$ cat src/rtl/serial_rx_demux.sv
// -----------------------------------------------------------------------------
// serial_rx_demux
//
// Purpose:
//   Recovers byte alignment on a 1-bit serial line (MSB first) using a COMMA
//   idle symbol. After SYNC_COUNT consecutive aligned COMMA bytes the receiver
//   locks. While locked, each non-COMMA byte is written round-robin into one of
//   four output lanes. COMMA bytes inside a locked stream only raise idle_out.
//
// Ports:
//   clk_32f          in   1  bit clock, one serial bit per cycle
//   reset            in   1  synchronous, active-high
//   in_serial        in   1  serial data, MSB of each byte first
//   data_out0..3     out  8  lane data, held until the lane is next written
//   valid_out0..3    out  1  one-cycle pulse when the matching lane is written
//   active           out  1  high while LOCKED
//   idle_out         out  1  high while the last locked byte was COMMA
//   byte_out         out  8  last aligned byte seen (any state)
//   byte_valid       out  1  one-cycle pulse per aligned byte boundary
//
// State table:
//   HUNT   | searching every cycle for COMMA at any bit offset
//   SYNC   | aligned, counting consecutive COMMA bytes toward lock
//   LOCKED | demultiplexing data bytes into lanes; left only by reset
// -----------------------------------------------------------------------------
module serial_rx_demux #(
  parameter logic [7:0] COMMA      = 8'hBC,
  parameter int         SYNC_COUNT = 4
) (
  input  logic       clk_32f,
  input  logic       reset,
  input  logic       in_serial,
  output logic [7:0] data_out0,
  output logic [7:0] data_out1,
  output logic [7:0] data_out2,
  output logic [7:0] data_out3,
  output logic       valid_out0,
  output logic       valid_out1,
  output logic       valid_out2,
  output logic       valid_out3,
  output logic       active,
  output logic       idle_out,
  output logic [7:0] byte_out,
  output logic       byte_valid
);

  typedef enum logic [1:0] {
    HUNT   = 2'd0,
    SYNC   = 2'd1,
    LOCKED = 2'd2
  } state_t;

  // Wide enough to hold comma_cnt + 1 without wrapping.
  localparam int CW = $clog2(SYNC_COUNT + 2);

  state_t            state_q, state_d;
  logic [7:0]        sr_q, sr_d;
  logic [2:0]        bit_cnt_q, bit_cnt_d;
  logic [CW-1:0]     comma_cnt_q, comma_cnt_d;
  logic [CW-1:0]     comma_inc;
  logic [1:0]        lane_sel_q, lane_sel_d;
  logic [3:0][7:0]   data_q, data_d;
  logic [3:0]        valid_q, valid_d;
  logic              idle_q, idle_d;
  logic [7:0]        byte_out_q, byte_out_d;
  logic              byte_valid_q, byte_valid_d;

  logic is_comma;
  logic boundary;

  assign is_comma  = (sr_q == COMMA);
  // Once aligned, bit_cnt == 7 marks the cycle in which sr holds a full byte.
  assign boundary  = (state_q != HUNT) && (bit_cnt_q == 3'd7);
  assign comma_inc = comma_cnt_q + 1'b1;

  // ---------------------------------------------------------------------------
  // State register
  // ---------------------------------------------------------------------------
  always_ff @(posedge clk_32f) begin
    if (reset) begin
      state_q <= HUNT;
    end else begin
      state_q <= state_d;
    end
  end

  // ---------------------------------------------------------------------------
  // Next-state logic
  // ---------------------------------------------------------------------------
  always_comb begin
    state_d = state_q;
    case (state_q)
      HUNT: begin
        if (is_comma) begin
          state_d = (SYNC_COUNT <= 1) ? LOCKED : SYNC;
        end
      end
      SYNC: begin
        if (boundary) begin
          if (!is_comma) begin
            state_d = HUNT;
          end else if (int'(comma_inc) >= SYNC_COUNT) begin
            state_d = LOCKED;
          end
        end
      end
      LOCKED:  state_d = LOCKED;
      default: state_d = HUNT;
    endcase
  end

  // ---------------------------------------------------------------------------
  // Output / datapath next-value logic
  // ---------------------------------------------------------------------------
  always_comb begin
    sr_d         = {sr_q[6:0], in_serial};
    bit_cnt_d    = bit_cnt_q + 3'd1;
    comma_cnt_d  = comma_cnt_q;
    lane_sel_d   = lane_sel_q;
    data_d       = data_q;
    valid_d      = '0;
    idle_d       = idle_q;
    byte_out_d   = byte_out_q;
    byte_valid_d = 1'b0;

    case (state_q)
      HUNT: begin
        // Counter parks at 0 so the next boundary lands exactly 8 cycles
        // after the comma that fixed alignment.
        bit_cnt_d = 3'd0;
        if (is_comma) begin
          comma_cnt_d  = CW'(1);
          byte_out_d   = sr_q;
          byte_valid_d = 1'b1;
        end else begin
          comma_cnt_d  = '0;
        end
      end
      SYNC: begin
        if (boundary) begin
          byte_out_d   = sr_q;
          byte_valid_d = 1'b1;
          comma_cnt_d  = is_comma ? comma_inc : '0;
        end
      end
      LOCKED: begin
        if (boundary) begin
          byte_out_d   = sr_q;
          byte_valid_d = 1'b1;
          if (is_comma) begin
            idle_d = 1'b1;
          end else begin
            data_d[lane_sel_q]  = sr_q;
            valid_d[lane_sel_q] = 1'b1;
            idle_d              = 1'b0;
            lane_sel_d          = lane_sel_q + 2'd1;
          end
        end
      end
      default: begin
        bit_cnt_d   = 3'd0;
        comma_cnt_d = '0;
      end
    endcase

    // First data byte after any lock always lands in lane 0.
    if ((state_d == LOCKED) && (state_q != LOCKED)) begin
      lane_sel_d = 2'd0;
    end
  end

  // ---------------------------------------------------------------------------
  // Datapath registers
  // ---------------------------------------------------------------------------
  always_ff @(posedge clk_32f) begin
    if (reset) begin
      sr_q         <= '0;
      bit_cnt_q    <= '0;
      comma_cnt_q  <= '0;
      lane_sel_q   <= '0;
      data_q       <= '0;
      valid_q      <= '0;
      idle_q       <= 1'b0;
      byte_out_q   <= '0;
      byte_valid_q <= 1'b0;
    end else begin
      sr_q         <= sr_d;
      bit_cnt_q    <= bit_cnt_d;
      comma_cnt_q  <= comma_cnt_d;
      lane_sel_q   <= lane_sel_d;
      data_q       <= data_d;
      valid_q      <= valid_d;
      idle_q       <= idle_d;
      byte_out_q   <= byte_out_d;
      byte_valid_q <= byte_valid_d;
    end
  end

  assign data_out0  = data_q[0];
  assign data_out1  = data_q[1];
  assign data_out2  = data_q[2];
  assign data_out3  = data_q[3];
  assign valid_out0 = valid_q[0];
  assign valid_out1 = valid_q[1];
  assign valid_out2 = valid_q[2];
  assign valid_out3 = valid_q[3];
  assign active     = (state_q == LOCKED);
  assign idle_out   = idle_q;
  assign byte_out   = byte_out_q;
  assign byte_valid = byte_valid_q;

endmodule

$ cat config.mk
export PLATFORM = sky130hd
export DESIGN_NAME = serial_rx_demux
export DESIGN_NICKNAME = d
export VERILOG_FILES = /design/src/rtl/serial_rx_demux.sv
export SDC_FILE = /design/constraint.sdc
export NUM_CORES = 1
export LEC_CHECK = 0
export ABC_AREA = 1
export CAP_MARGIN = 10
export CORE_ASPECT_RATIO = 1.4
export CORE_MARGIN = 2
export CORE_UTILIZATION = 51
export CTS_CLUSTER_DIAMETER = 30
export DETAILED_ROUTE_END_ITERATION = 7
export PLACE_DENSITY = 0.79
export SLEW_MARGIN = 20
export SYNTH_ARGS = -nofsm -noshare
export SYNTH_HDL_FRONTEND = slang
export SYNTH_SLANG_ARGS = --single-unit
$ cat constraint.sdc
create_clock -name clk_32f -period 1.9 [get_ports clk_32f]
set_input_delay 0.285 -clock clk_32f [delete_from_list [all_inputs] [get_ports clk_32f]]
set_output_delay 0.285 -clock clk_32f [all_outputs]
set_load 0.02 [all_outputs]
== Word-level counts from Yosys, hierarchy flattened ==
Index checks and enable logic that the tools add are counted.

* Equal/unequal tests: 9
* Bitwise operators: 4
* Muxes and demuxes: 20
* Reductions and logical operators: 14
* Magnitude comparators: 3
* Add/subtract/negate cells: 3

{| class="wikitable"
|+ Operator list
! cell !! number
|-
| $bwmux 32 || 1
|-
| $mux 8 || 3
|-
| $demux 8 s2 || 1
|-
| $pmux 8 s2 || 1
|-
| $pmux 3 s3 || 1
|-
| $eq 8x8->1 const B || 1
|-
| $mux 2 || 4
|-
| $add 3x1->3 const B || 2
|-
| $mux 3 || 2
|-
| $ne 2x2->1 const B || 3
|-
| $pmux 2 s3 || 1
|-
| $reduce_and 3->1 || 2
|-
| $reduce_or 2->1 || 3
|-
| $eq 2x2->1 const B || 2
|-
| $mux 1 || 4
|-
| $not 1->1 || 4
|-
| $reduce_and 2->1 || 2
|-
| $reduce_bool 2->1 || 2
|-
| $reduce_or 4->1 || 1
|-
| $eq 3x3->1 const B || 1
|-
| $ge 3x3->1 const B || 1
|-
| $logic_and 1x1->1 || 3
|-
| $lt 2x3->1 const B || 1
|-
| $add 2x1->2 const B || 1
|-
| 6 further kinds || 6
|}

* Register bits: 64
* Input bits: 3

== Longest topological paths before layout ==
Gate-level depths: netlist of run 1.

* Depth in word-level cells: 9
* Gate-level depth with buffers: 12

== Worst setup path before layout of run 1 ==
OpenSTA, ideal clock, no wires.

* Path type: register to register
* Start point: register state_q[1]
* End point: register data_q, in the netlist data_out3[5]
* Stages on the path, launching flop included: 12
* Slack: 262 ps
* Data arrival time: 1511 ps
* Data required time: 1772 ps
* Setup time: 128 ps
* Path through: dfxtp_1 inv_1 ha_1 inv_2 nand2_2 inv_2 nand3_4 inv_8 nand2_4 buf_6 a21oi_1 nor2_1

* Cells in the longest elaborated chain, start to end: 3
* Elaborated cells between the ends (all ways): 4
* Classes of those cells: eq/ne: 1; reduce/logical: 3

{| class="wikitable"
|+ RTL lines
! what !! RTL line !! RTL
|-
| from (decl) || 56 || <nowiki>state_t state_q, state_d;</nowiki>
|-
| from (signal assigned) || 83 || <nowiki>state_q <= state_d;</nowiki>
|-
| $reduce_bool 2->1 || 73 || <nowiki>assign boundary = (state_q != HUNT) && (bit_cnt_q == 3'd7);</nowiki>
|-
| $logic_and 1x1->1 || 73 ||
|-
| $reduce_and 3->1 (no source line) (*) || -- ||
|-
| to (signal assigned) || 191 || <nowiki>data_q <= data_d;</nowiki>
|-
| to (decl) || 62 || <nowiki>logic [3:0][7:0] data_q, data_d;</nowiki>
|}

Every way passes the cells marked *; elsewhere a longest branch is shown, timed or not.
A chain may end at the register's enable or synchronous reset.

== Worst setup path in the final report of run 1 ==
* Start point: register state_q[1]
* End point: register data_q, in the netlist data_out2[2]

Same word-level chain as after synthesis.

==> impl_metrics.yaml, run 1 <==
worst_setup_path:
  critical_path_depth: 10
  cp-end-kind: "register"
  critical_path.cell_chain: "inv_1, ha_1, inv_2, nand2_2, inv_2, nand3_4, inv_8, nand2_4, a21oi_1, nor2_1"
  cp.arrival_ns: 2.05
  worst_path_largest_cell_delay_ns: 0.39
  cp-start-kind: "register"
  ws_path_type: "register to register"
  setup.worst_path.start: "state_q[1]"
  setup.reg_to_reg.worst_slack_ns: 0.08
  critical-path-top-delay-family: "buffers and inverters"
  critPathBufInv: 4
  critPathMostFrequentCell: "inv_2"
  reg2reg_depth: 10
  critPathRequiredTime_ns: 2.13
  critical_path.endpoint: "data_out2[2]"
  worstPathMaxFanout: 16
  worst_r2r_endpoint: "data_out2[2]"
  cp_slowest_cell: "dfxtp_1"
  rr_startpoint: "state_q[1]"
clocking:
  clk-insertion-delay-late_ns: 0.34
  max-clock-path-buffers: 2
  cts-buffers-inserted: 9
  cts.sink_count: 64
  cts.root.buffer_cell: "clkbuf_8"
  worst_setup_hold_path_clk_slew_ns: 0.07
  tritoncts: "yes"
  cts_htree_levels: 3
power:
  total_power_uw: 2730
  vdd_ir_drop_max_v: 0.000642
  cellLeakagePower_uw: 0.00131
  pwr_density_cell_mw_per_mm2: 830
global_routing:
  grt_first_pass_wirelength_um: 9670
  first_global_vias: 2061
  grt_antenna_before_repair: 0
  grt_use_total: 0.228
  congestion_overflow_gr: 0
  grt_start_max_net_pins: 24
synth:
  synth.top_cells.by_area: "dfxtp_1, nor2_1, a21oi_1, nand2_1, ha_1"
  ys_ff_latch: 64
  post_synth.cell_area_avg_um2: 8.03
  synth_edf_count: 0
  netlist_area_mm2: 0.00252
  gate_count_of_the_mapped_netlist: 314
  yosys_warnings: 0
  synth_most_common_cell: "nor2_1"
  ys_async_sr_fraction: 0
  post_synth_num_cell_types: 22
  ys_dominant_reg_cell: "dfxtp_1"
  post-synth-top-area-cell: "dfxtp_1"
  seq_area_frac_synth: 0.508
  synth_common_cells: "nor2_1, dfxtp_1, a21oi_1, nand2_1, inv_1"
  synth_top_cell_area_share: 0.508
  synthesis.nets: 328
sta:
  slew-limit-headroom: 0.710
  final-setup-viol-count: 0
  drv_slew: 0
  fin_hold_ws_ns: 0.362
  final.period_utilization: 0.956
  worstMarginPinSlew_ns: 0.434
  finalClockSkew_ns: 0.00574
  max_freq_mhz: 550
  setup_ws_final_ns: 0.0828
  rsz0062_at_grt: "yes"
  hold_violations: 0
  period_minus_slack_ns: 1.82
  fin_tns_setup_ns: 0
placed_design:
  port_buffers: 49
  preCtsSetupSlack_ns: 0.156
  detailedPlacementHpwl_um: 4000
  gp_congestion: 0.762
worst_hold_path:
  hp-class: "input port to register"
cells_and_area:
  num-nets-final: 381
  fillers: 445
  final_core_utilization: 0.684
  drive_gt1_frac: 0.113
  antenna-diode-count: 0
  area_growth_syn_to_layout_pct: 30.5
floorplanning:
  floorplan.die_area_mm2: 0.00553
  core_region_area_mm2: 0.00480
  floorplan.initialDensity: 0.524
  die_h_um: 87.2
  row_count: 30
  pin_count: 50
  die_w_um: 63.4
status:
  outcome: "completed"
run:
  max_cap_viols: 0
route:
  drc_errors: 0
  detail-route-antenna-nets: 0
  vias: 2149
  totalWireLength_um: 5770
  drt_pass1_iterations: 4
  post_drt_wl_per_cell_um: 13.2
  drtIter0Drc: 99
  post_drt_via_cell_ratio: 4.93
worst min path at each step:
stage,cells after the start,start,slack [ns],to
after floorplan,2,in_serial,0.39,sr_q[0]
after global placement,1,bit_cnt_q[0],0.41,bit_cnt_q[0]
after detailed placement,1,bit_cnt_q[0],0.42,bit_cnt_q[0]
after CTS,2,reset,0.35,sr_q[1]
after global routing,2,reset,0.36,sr_q[1]
final,2,reset,0.36,sr_q[1]
report_power, final:
group | total, uW | switching, uW | internal, uW
Combinational | 40.0 | 30.6 | 9.34
Clock | 1340 | 493 | 848
Sequential | 1350 | 2.54 | 1340
metrics by stage:
step | cells | instance area, um^2
after global routing | 436 | 3290
after detailed placement | 420 | 3040
final | 436 | 3290
after floorplan | 314 | 2520
after global placement | 420 | 3040
after CTS | 436 | 3280
cells by family after synthesis:
group | count (synthesis) | synth area share
flops | 64 | 0.508
fa+ha+maj | 11 | 0.0546
compound gates | 51 | 0.105
simple gates | 149 | 0.257
xor+xnor | 1 | 0.00348
buf+inv | 38 | 0.0715
layer usage:
metal,GRT usage,share of wire
met1,0.256,0.41
met2,0.377,0.50
met3,0.0867,0.063
met4,0.115,0.034
met5,0,0
layout make-up:
type	count	area, um^2	area share
clock inverter	2	60.1	0.0183
inverter	27	109	0.0331
sequential	64	1280	0.390
tap	64	80.1	0.0244
multi-input combinational	212	1070	0.326
timing repair buffer	53	514	0.156
clock buffer	14	173	0.0525
flip-flops by register name, summed over array words and instances, names as in the netlist, 2 cells and up:
signal and flops:
lane_sel_q 2, data_out2 8, sr_q 8, data_out0 8, data_out3 8, byte_out 8
bit_cnt_q 3, state_q 2, comma_cnt_q 3, valid_q 4, data_out1 8
cells in the final DEF (no fill, tap or decap), drive strengths merged:
| master | netlist | layout |
|---|---|---|
| nor2 | 82 | 82 |
| dfxtp | 64 | 64 |
| a21oi | 48 | 48 |
| clkdlybuf4s50 | 0 | 47 |
| nand2 | 46 | 46 |
| inv | 27 | 27 |
| nand3 | 16 | 16 |
| clkbuf | 6 | 14 |
| ha | 11 | 11 |
| buf | 5 | 5 |
| nand4 | 3 | 3 |
| o21ai | 2 | 2 |
| nor3 | 2 | 2 |
| bufinv | 0 | 2 |
| o211ai | 1 | 1 |
| xor2 | 1 | 1 |
| dlygate4sd2 | 0 | 1 |
timing repair:
action | CTS | global route
hold buffers | 0 | 0
cloned | 0 | 0
buffers inserted | 0 | 0
resized for setup | 1 | 4
setup endpoints to repair | 1 | 4
Note: power is estimated with default switching activity, not from simulation.
==> run 2, diff against run 1 <==
--- a/config.mk
+++ b/config.mk
@@ -9,10 +9,10 @@
 export CAP_MARGIN = 10
 export CORE_ASPECT_RATIO = 1.4
 export CORE_MARGIN = 2
-export CORE_UTILIZATION = 51
+export CORE_UTILIZATION = 50
 export CTS_CLUSTER_DIAMETER = 30
 export DETAILED_ROUTE_END_ITERATION = 7
-export PLACE_DENSITY = 0.79
+export PLACE_DENSITY = 0.78
 export SLEW_MARGIN = 20
 export SYNTH_ARGS = -nofsm -noshare
 export SYNTH_HDL_FRONTEND = slang
==> run 2 against run 1 <==
Effect of this change:
- sequential power about the same
- register-to-register slack gained 0.097 ns
- total power shrank 12%
- first-iteration DRC count decreased by 32%
- clock power is 25% lower
- core utilization shrank 1.9 points
- via count is 1.2% higher
- critical endpoint is now active
- global-route usage fell by 2.2 points
- hold slack lost 0.034 ns
- design area fell by 2.0%
==> impl_metrics.yaml, run 2 (same netlist as run 1, synthesis figures left out) <==
route:
  post_drt_via_cell_ratio: 5.00
  totalWireLength_um: 5550
  detail-route-antenna-nets: 0
  vias: 2175
  drc_errors: 0
  drt_pass1_iterations: 6
  drtIter0Drc: 67
  post_drt_wl_per_cell_um: 12.8
power:
  pwr_density_cell_mw_per_mm2: 741
  vdd_ir_drop_max_v: 0.000586
  cellLeakagePower_uw: 0.00127
clocking:
  cts_resized: 1
  cts-buffers-inserted: 9
  tritoncts: "yes"
  cts_hold_buffers: 0
  worst_setup_hold_path_clk_slew_ns: 0.08
  cts.sink_count: 64
  postCtsSetupRepairBufs: 0
  cts_htree_levels: 3
  cts.root.buffer_cell: "clkbuf_8"
  max-clock-path-buffers: 2
  clk-insertion-delay-late_ns: 0.34
worst_setup_path:
  worstPathMaxFanout: 5
  cp.arrival_ns: 1.47
  cp-end-kind: "output port"
  cp-start-kind: "register"
  ws_path_type: "register to output port"
  critPathRequiredTime_ns: 1.62
cells_and_area:
  area_growth_syn_to_layout_pct: 27.9
  antenna-diode-count: 0
  drive_gt1_frac: 0.108
  total_area_of_multi_input_combinational_cells_mm2: 0.00106
  finalNonFillerCells: 435
  fillers: 398
  sequential_cell_area_mm2: 0.00128
  layout_common_cells: "nor2_1, dfxtp_1, clkdlybuf4s50_1"
  mostFrequentLayoutCell: "nor2_1"
  num-nets-final: 380
sta:
  period_minus_slack_ns: 1.75
  final-setup-viol-count: 0
  max_freq_mhz: 571
  rsz0062_at_grt: "no"
  hold_violations: 0
  slew-limit-headroom: 0.761
  worstMarginPinSlew_ns: 0.358
  final.period_utilization: 0.923
  drv_slew: 0
  finalClockSkew_ns: 0.00992
  fin_tns_setup_ns: 0
floorplanning:
  row_count: 30
  floorplan.die_area_mm2: 0.00563
  core_region_area_mm2: 0.00484
  die_h_um: 88
  die_w_um: 64
  pin_count: 50
  floorplan.initialDensity: 0.520
global_routing:
  congestion_overflow_gr: 0
  grt_use_total: 0.206
  grt_first_pass_wirelength_um: 8830
  first_global_vias: 1902
  grt_antenna_before_repair: 0
  grt_start_max_net_pins: 35
run:
  max_cap_viols: 0
placed_design:
  gp_congestion: 0.910
  port_buffers: 49
  detailedPlacementHpwl_um: 3900
  dpl.cell_count: 419
worst_hold_path:
  hp-class: "input port to register"
status:
  outcome: "completed"
[run 2: cell count changes in the layout (fill, tap and decap cells not counted), sizes merged]
| cell | before | now |
|---|---|---|
| clkinv | 0 | 3 |
| buf | 5 | 4 |
| clkbuf | 14 | 9 |
| bufinv | 2 | 0 |
| clkinvlp | 0 | 4 |
[run 2: metal layers]
| metal | wire length (um) | part of all wire | global-route usage | vias to the layer above |
|---|---|---|---|---|
| li1 | - | - | - | 1099 |
| met1 | 2310 | 0.42 | 0.231 | 979 |
| met2 | 2730 | 0.49 | 0.335 | 80 |
| met3 | 367 | 0.066 | 0.0681 | 17 |
| met4 | 140 | 0.025 | 0.136 | 0 |
| met5 | 0 | 0 | 0 | - |
[run 2: worst paths after layout]
check | startpoint | to | slack [ns] | cells past startpoint
worst max-delay path | state_q[0] | active | 0.15 | 3
worst min-delay path | reset | data_out1[4] | 0.33 | 2
worst max register to register | state_q[1] | data_out3[1] | 0.18 | 10
worst min register to register | bit_cnt_q[0] | bit_cnt_q[0] | 0.42 | 1
[run 2: area by class of cell]
type                    count  area share
repair buffers             52       0.161
inverters                  27      0.0338
clock buffers               9      0.0384
multi-input cells         212       0.329
flip-flops and latches     64       0.398
well taps                  64      0.0248
clock inverters             7      0.0151
[run 2: power by group]
group	internal [uW]	total, uW	switching [uW]
Clock	469	1000	532
Combinational	10.8	42.6	31.8
Sequential	1340	1350	2.34
[run 2: stage by stage]
| stage | worst slack (ns) | hold WS, ns | instance area, um^2 | utilization | power [uW] |
|---|---|---|---|---|---|
| after global placement | 0.264 | 0.408 | 3050 | 0.630 | 1420 |
| final | 0.147 | 0.328 | 3220 | 0.666 | 2390 |
| after floorplan | 0.262 | 0.392 | 2520 | - | 1400 |
| after global routing | 0.0733 | 0.325 | 3220 | 0.666 | 2480 |
| after CTS | 0.140 | 0.319 | 3220 | 0.665 | 2420 |
| after detailed placement | 0.186 | 0.413 | 3050 | 0.630 | 1420 |
[run 2: worst max-delay path, stage by stage, from the launching register on]
cell and delay [ns]:
dfxtp_1 0.34, inv_1 0.11, ha_1 0.31, dlygate4sd2_1 0.37
==> run 3, diff against run 2 <==
--- a/config.mk
+++ b/config.mk
@@ -8,7 +8,6 @@
 export ABC_AREA = 1
 export CAP_MARGIN = 10
 export CORE_ASPECT_RATIO = 1.4
-export CORE_MARGIN = 2
 export CORE_UTILIZATION = 50
 export CTS_CLUSTER_DIAMETER = 30
 export DETAILED_ROUTE_END_ITERATION = 7
==> constraint.sdc (replaced) <==
create_clock -name clk_32f -period 1.9 [get_ports clk_32f]
set_input_delay 0.285 -clock clk_32f [delete_from_list [all_inputs] [get_ports clk_32f]]
set_output_delay 0.285 -clock clk_32f [all_outputs]
set_load 0.005 [all_outputs]
==> run 3 against run 2 <==
Effect of this change:
- sequential cell count unchanged
- sequential power about the same
- sequential share of layout area down 0.66 points
- largest cell class unchanged
- highest routed layer unchanged
==> impl_metrics.yaml, run 3 (same netlist as run 1, synthesis figures left out) <==
worst_setup_path:
  worst_path_largest_cell_delay_ns: 0.50
  critical_path.cell_chain: "inv_1, ha_4, clkdlybuf4s50_1"
  critPathBufInv: 2
  worstPathMaxFanout: 5
  setup.worst_path.start: "state_q[0]"
  cp-start-kind: "register"
  cp-end-kind: "output port"
  critPathRequiredTime_ns: 1.62
  ws_path_type: "register to output port"
  rr_startpoint: "state_q[0]"
  cp.arrival_ns: 1.53
  cp_slowest_cell: "clkdlybuf4s50_1"
  critical-path-top-delay-family: "buffers and inverters"
worst_hold_path:
  hold_path_startpoint: "reset"
  hp-class: "input port to register"
sta:
  worstMarginPinSlew_ns: 0.326
  finalClockSkew_ns: 0.00926
  final-setup-viol-count: 0
  max_freq_mhz: 550
  hold_violations: 0
  final.period_utilization: 0.957
  period_minus_slack_ns: 1.82
  slew-limit-headroom: 0.782
  fin_hold_ws_ns: 0.301
  drv_slew: 0
cells_and_area:
  final_core_utilization: 0.678
  drive_gt1_frac: 0.121
  layout_common_cells: "nor2_1, dfxtp_1, clkdlybuf4s50_1"
  fillers: 396
  mostFrequentLayoutCell: "nor2_1"
  num-nets-final: 380
  area_growth_syn_to_layout_pct: 30.2
  antenna-diode-count: 0
floorplanning:
  pin_count: 50
  die_w_um: 62
  row_count: 30
  floorplan.die_area_mm2: 0.00533
  floorplan.initialDensity: 0.520
  core_region_area_mm2: 0.00484
  die_h_um: 86
route:
  drtIter0Drc: 77
  drt_pass1_iterations: 4
  drc_errors: 0
  totalWireLength_um: 5730
  post_drt_wl_per_cell_um: 13.2
  vias: 2200
  detail-route-antenna-nets: 0
  post_drt_via_cell_ratio: 5.06
clocking:
  cts-buffers-inserted: 9
  tritoncts: "yes"
  cts_htree_levels: 3
  cts.sink_count: 64
  worst_setup_hold_path_clk_slew_ns: 0.06
  max-clock-path-buffers: 2
  clk-insertion-delay-late_ns: 0.34
  cts.root.buffer_cell: "clkbuf_8"
global_routing:
  congestion_overflow_gr: 0
  first_global_vias: 2089
  grt_start_max_net_pins: 35
  grt_use_total: 0.242
  grt_antenna_before_repair: 0
  grt_first_pass_wirelength_um: 9330
power:
  pwr_density_cell_mw_per_mm2: 798
  vdd_ir_drop_max_v: 0.000570
  cellLeakagePower_uw: 0.00129
status:
  outcome: "completed"
placed_design:
  port_buffers: 49
  gp_congestion: 0.828
  detailedPlacementHpwl_um: 3860
run:
  max_cap_viols: 0
## run 3: cell types whose count changed in the layout (fill, tap and decap cells not counted), sizes merged
cell and delta:
bufinv +1, clkbuf +3, clkdlybuf4s50 +1, clkinv -1, clkinvlp -3, dlygate4sd2 -1
## run 3: metrics by stage
stage               setup TNS (ns)  cell area [um^2]  total power, uW  setup slack (ns)  cells
detailed placement               0              3040             1420             0.113    419
CTS                              0              3260             2640            0.0334    435
finish                           0              3280             2620            0.0813    435
global route               -0.0637              3280             2700           -0.0365    435
global placement                 0              3040             1420             0.258    419
floorplan                        0              2520             1400             0.270    314
## run 3: final timing paths
path                  endpoint  slack [ns]  depth (start not counted)
setup / recovery        active        0.08                          3
hold / removal    data_out2[1]        0.30                          2
setup reg to reg  data_out3[5]        0.13                         11
hold reg to reg   bit_cnt_q[0]        0.42                          1
## run 3: layer usage
metal | part of all wire | vias to the layer above | track usage
met5 | 0 | - | 0
li1 | - | 1100 | -
met4 | 0.033 | 0 | 0.137
met2 | 0.50 | 67 | 0.376
met3 | 0.055 | 18 | 0.0905
met1 | 0.41 | 1015 | 0.277
## run 3: area by class of cell
cell class | count | area, um^2 | area share
inverter | 27 | 109 | 0.0332
timing repair buffer | 52 | 508 | 0.155
multi-input combinational | 212 | 1080 | 0.331
tap | 64 | 80.1 | 0.0244
clock inverter | 4 | 51.3 | 0.0156
clock buffer | 12 | 165 | 0.0503
sequential | 64 | 1280 | 0.391
## run 3: worst register-to-register path, delay by kind of cell (launching register included)
kind / cells / cell delay (ns)
AO/OA/AOI/OAI: 1 / 0.07
adder cells (fa/ha/maj): 1 / 0.25
buffers and inverters: 4 / 0.43
flip-flops: 1 / 0.37
AND/OR/NAND/NOR: 5 / 0.59
## run 3: timing repair
| item | in CTS | in global routing |
|---|---|---|
| endpoints found under the setup margin | 1 | 24 |
| hold buffers | 0 | 0 |
| buffers inserted | 0 | 0 |
| resized for setup | 1 | 6 |
## run 3: where the power goes
| group | total [uW] | switching, uW | internal (uW) |
|---|---|---|---|
| registers | 1350 | 2.39 | 1340 |
| logic | 38.9 | 30.9 | 8.00 |
| clock network | 1230 | 519 | 713 |
| total | 2620 | 553 | 2070 |
